$ cat src/rtl/tick_period_meter.sv
// -----------------------------------------------------------------------------
// tick_period_meter
//
// Measures the number of clk cycles between successive single-cycle ticks on
// tick_in and presents each measured period on a valid/ready handshake.
// A gap longer than MAX_GAP cycles ends the measurement with a one-cycle
// timeout pulse. A result that arrives while the output register is still
// full is dropped and sets the sticky overrun flag.
//
// Ports:
//   clk           clock
//   rst_n         asynchronous active-low reset
//   clear         synchronous abort: FSM to IDLE, all flags cleared
//   tick_in       tick strobe, sampled every cycle
//   period        measured period in cycles (W bits)
//   period_valid  period holds an unconsumed result
//   period_ready  consumer accepts the result
//   busy          a measurement is in progress
//   timeout       one-cycle pulse when the gap exceeds MAX_GAP
//   overrun       sticky: a result was dropped because the buffer was full
// -----------------------------------------------------------------------------
module tick_period_meter #(
  parameter int W       = 16,
  parameter int MAX_GAP = 1000
) (
  input  logic         clk,
  input  logic         rst_n,
  input  logic         clear,
  input  logic         tick_in,
  output logic [W-1:0] period,
  output logic         period_valid,
  input  logic         period_ready,
  output logic         busy,
  output logic         timeout,
  output logic         overrun
);

  // MAX_GAP must be representable in the W-bit counter.
  if (MAX_GAP < 1 || longint'(MAX_GAP) > ((longint'(1) << W) - 1)) begin : g_bad_max_gap
    $fatal(1, "tick_period_meter: MAX_GAP out of range 1..2^W-1");
  end

  localparam logic [W-1:0] MAX_CNT = W'(MAX_GAP);

  typedef enum logic {
    IDLE,
    MEASURE
  } state_t;

  state_t         state_q, state_d;
  logic [W-1:0]   cnt_q, cnt_d;
  logic           result_fire;
  logic           timeout_d;
  logic           load;
  logic           drop;
  logic [W-1:0]   period_d;
  logic           period_valid_d;
  logic           overrun_d;

  // ---------------------------------------------------------------------------
  // Next-state logic for the measurement FSM and the output buffer.
  // ---------------------------------------------------------------------------
  always_comb begin
    // NOTE: every signal assigned here gets a default first so that no path
    // through the block leaves it unassigned, which would infer a latch.
    state_d     = state_q;
    cnt_d       = cnt_q;
    result_fire = 1'b0;
    timeout_d   = 1'b0;

    case (state_q)
      IDLE: begin
        if (tick_in) begin
          state_d = MEASURE;
          cnt_d   = W'(1);
        end
      end
      MEASURE: begin
        if (tick_in) begin
          // Every tick closes one period and opens the next.
          result_fire = 1'b1;
          cnt_d       = W'(1);
        end else if (cnt_q == MAX_CNT) begin
          // Gap has reached the limit with no tick: abandon the measurement.
          state_d   = IDLE;
          cnt_d     = '0;
          timeout_d = 1'b1;
        end else begin
          cnt_d = cnt_q + W'(1);
        end
      end
      default: begin
        state_d = IDLE;
        cnt_d   = '0;
      end
    endcase

    // clear wins over the tick and over the handshake.
    if (clear) begin
      state_d     = IDLE;
      cnt_d       = '0;
      result_fire = 1'b0;
      timeout_d   = 1'b0;
    end

    // One-entry output buffer: a result loads when the buffer is empty or is
    // being drained in this same cycle; otherwise it is dropped.
    load = result_fire && (!period_valid || period_ready);
    drop = result_fire && period_valid && !period_ready;

    period_d = load ? cnt_q : period;

    if (clear) begin
      period_valid_d = 1'b0;
    end else if (load) begin
      period_valid_d = 1'b1;
    end else if (period_valid && period_ready) begin
      period_valid_d = 1'b0;
    end else begin
      period_valid_d = period_valid;
    end

    overrun_d = clear ? 1'b0 : (overrun || drop);
  end

  // ---------------------------------------------------------------------------
  // State registers.
  // ---------------------------------------------------------------------------
  always_ff @(posedge clk or negedge rst_n) begin
    // NOTE: sequential state uses non-blocking assignments so every register
    // samples the pre-edge values regardless of statement order.
    if (!rst_n) begin
      state_q      <= IDLE;
      cnt_q        <= '0;
      period       <= '0;
      period_valid <= 1'b0;
      timeout      <= 1'b0;
      overrun      <= 1'b0;
    end else begin
      state_q      <= state_d;
      cnt_q        <= cnt_d;
      period       <= period_d;
      period_valid <= period_valid_d;
      timeout      <= timeout_d;
      overrun      <= overrun_d;
    end
  end

  assign busy = (state_q == MEASURE);

endmodule

$ cat config.mk
export PLATFORM = sky130hd
export DESIGN_NAME = tick_period_meter
export DESIGN_NICKNAME = d
export VERILOG_FILES = /design/src/rtl/tick_period_meter.sv
export SDC_FILE = /design/constraint.sdc
export NUM_CORES = 1
export LEC_CHECK = 0
export ABC_AREA = 1
export BUFFER_PORTS_ARGS = -buffer_cell sky130_fd_sc_hd__buf_2
export CAP_MARGIN = 15
export CORE_ASPECT_RATIO = 0.75
export CORE_UTILIZATION = 57
export DETAILED_ROUTE_END_ITERATION = 10
export PLACE_DENSITY = 0.9
export SYNTH_ARGS = -nofsm -noshare
export SYNTH_HDL_FRONTEND = slang
export SYNTH_SLANG_ARGS = --single-unit
export TNS_END_PERCENT = 100
$ cat constraint.sdc
create_clock -name clk -period 1.7 [get_ports clk]
set_clock_uncertainty 0.15 [all_clocks]
set_input_delay 0.085 -clock clk [delete_from_list [all_inputs] [get_ports clk]]
set_output_delay 0.085 -clock clk [all_outputs]
set_load 0.05 [all_outputs]
==> impl_metrics.ini <==
[die]
die_h_um = 52.1
io_pins = 25
start_util = 0.622
die_w_um = 68.8
core_mm2 = 0.00306
design.die.area_mm2 = 0.00358
row_count = 17

[worst_hold_path]
hold_path.class = in2async

[place]
place_inst = 285
hpwl_um = 2770
gp_congestion = 0.925
portBuffers = 24
dp_slack_ns = 0.116

[sta]
slew_viol_final = 0
setup_tns_ns = 0
hold_viol_final = 0
finalSetupViolCount = 0
rsz0062_at_grt = false
period_share = 0.927
postLayoutSetupSlackWorst_ns = 0.124
fmax_mhz = 634
whs_ns = 0.202
slew_headroom = 0.704
worst_pin_slew_ns = 0.443
min_period_ns = 1.58

[pwr]
p_per_area_mw_per_mm2 = 855
clockPowerShare = 0.397
p_leak_nw = 1.06
p_comb_frac = 0.128
ir_worst_vdd_uv = 597
p_int_mw = 1.38
p_switching_uw = 519
switching_share = 0.274
seqPwrFrac = 0.475

[worst_setup_path]
cp_data_arrival_time_ns = 1.59
crit_start = cnt_q[0]
crit_type = reg2reg
required_ns = 1.71
crit_path_end_kind = flop
worstReg2RegStart = cnt_q[0]
r2r_cells = 7
cp-start-kind = flop
cp_max_fo = 4

[clock_network]
clockBufferDepth = 2
cts_setup_buffers = 0
clk-insertion-delay-late_ns = 0.29
cts_tree = yes
htreeDepth = 2
cts_sinks = 36
cts_root_buf = clkbuf_8
clkTransAtPathRegs_ns = 0.07
cts_buffers = 5

[cells_and_area]
nets = 265
final_cell_mix = nand2_1, dfrtp_1, buf_2
area.growth.synth_to_final_pct = 16.4
final_common_cell = nand2_1
drive_gt1_frac = 0.313
antenna_cells = 0
layoutNonFillerInstCount = 297

[synth]
yosysTopAreaCellShare = 0.473
yosys.area.top_type = dfrtp_1
syn_avg_cell_area_um2 = 8.51
syn_area_mm2 = 0.00191
synth.distinct_cells = 25
syn_nets = 231
synth-seq-cells = 36
yosysSeqAreaShare = 0.473
syn_inst = 224
yosysWarnings = 0
synthTopCellsByArea = dfrtp_1, nand2_1, o21ai_2

[detailed_routing]
drt_iter0_drc = 172
wl_um = 3840
vias = 1536
drtAntennaViolNets = 0
first_pass_iters = 4
wl_per_cell_um = 12.9
drcViolationCount = 0
viasPerCell = 5.17

[global_route]
grt_pass1_wl_um = 6170
overflow = 0
grt_pass1_vias = 1334
grt.total_usage = 0.249
grt_max_degree = 37
antenna_found_initial = 0

[flow_run]
max_cap_viol_count = 0

[outcome]
outcome = complete, no violations
## Yosys cell counts, drive strengths merged
master / instances
o21bai: 1
nand4: 2
dfrtp: 36
o22ai: 4
inv: 27
nand2: 74
a21oi: 2
nand3: 15
o21ai: 25
xor2: 5
ha: 2
xnor2: 1
nor2: 24
nor3: 2
buf: 4
## path summary, 6_finish.rpt
| check | to | slack (ns) |
|---|---|---|
| min | period[3] | 0.20 |
| min in group clk | period[15] | 0.33 |
| max in group asynchronous | cnt_q[9] | 0.88 |
| min reg2reg | period[15] | 0.33 |
| max reg2reg | busy | 0.12 |
| max | busy | 0.12 |
## cell type report
| class | instances | area [µm²] |
|---|---|---|
| Inverter | 27 | 101 |
| Fill cell | 239 | 845 |
| Clock inverter | 3 | 42.5 |
| Multi-Input combinational cell | 157 | 862 |
| Timing Repair Buffer | 31 | 195 |
| Sequential cell | 36 | 901 |
| Clock buffer | 5 | 68.8 |
| Tap cell | 38 | 47.5 |
## power groups by stage
stage | sequential [mW] | combinational (mW) | clock [mW]
3_3_place_gp | 0.916 | 0.231 | 0
4_1_cts | 0.901 | 0.244 | 0.766
3_5_place_dp | 0.917 | 0.235 | 0
5_1_grt | 0.906 | 0.265 | 0.806
6_report | 0.902 | 0.242 | 0.754
2_1_floorplan | 1.00 | 0.0827 | 0
## sequential cells by signal, summed over array words and instances (netlist names)
signal and flops:
timeout 1, period 16, busy 1, cnt_q 16
overrun 1, period_valid 1
## timing repair
item	CTS	global route
endpoints found under the setup margin	0	8
hold buffers	4	0
resized for setup	0	1
endpoints found under the hold margin	40	0
## critical path, cell delays in order (launching register included)
cell,delay [ns]
dfrtp_1,0.43
inv_2,0.12
ha_1,0.16
nand3_1,0.12
nor2_4,0.17
nand2_2,0.10
nand2_1,0.09
o21ai_0,0.10
## metrics by stage
step                      utilization  total power [mW]  area, µm²
after floorplan                     -              1.08       1910
after global placement          0.675              1.15       2070
after detailed placement        0.675              1.15       2070
after CTS                       0.724              1.91       2220
after global routing            0.724              1.98       2220
final                           0.724              1.90       2220
## cells by family (layout without fill, tap and decap cells)
family | after synthesis | count (layout) | share of synthesized area
AO/OA/AOI/OAI | 32 | 32 | 0.127
XOR/XNOR | 6 | 6 | 0.0276
adder cells (fa/ha/maj) | 2 | 2 | 0.0131
buffers and inverters | 31 | 66 | 0.0748
flip-flops | 36 | 36 | 0.473
AND/OR/NAND/NOR | 117 | 117 | 0.284
## per-layer routing
| layer | track usage | part of all wire | wire, µm | vias up |
|---|---|---|---|---|
| li1 | - | - | - | 781 |
| met1 | 0.363 | 0.50 | 1940 | 697 |
| met2 | 0.358 | 0.41 | 1570 | 53 |
| met3 | 0.0592 | 0.074 | 284 | 5 |
| met4 | 0.0918 | 0.014 | 53 | 0 |
| met5 | 0 | 0 | 0 | - |
No activity file was read; power rests on OpenSTA's default activity.
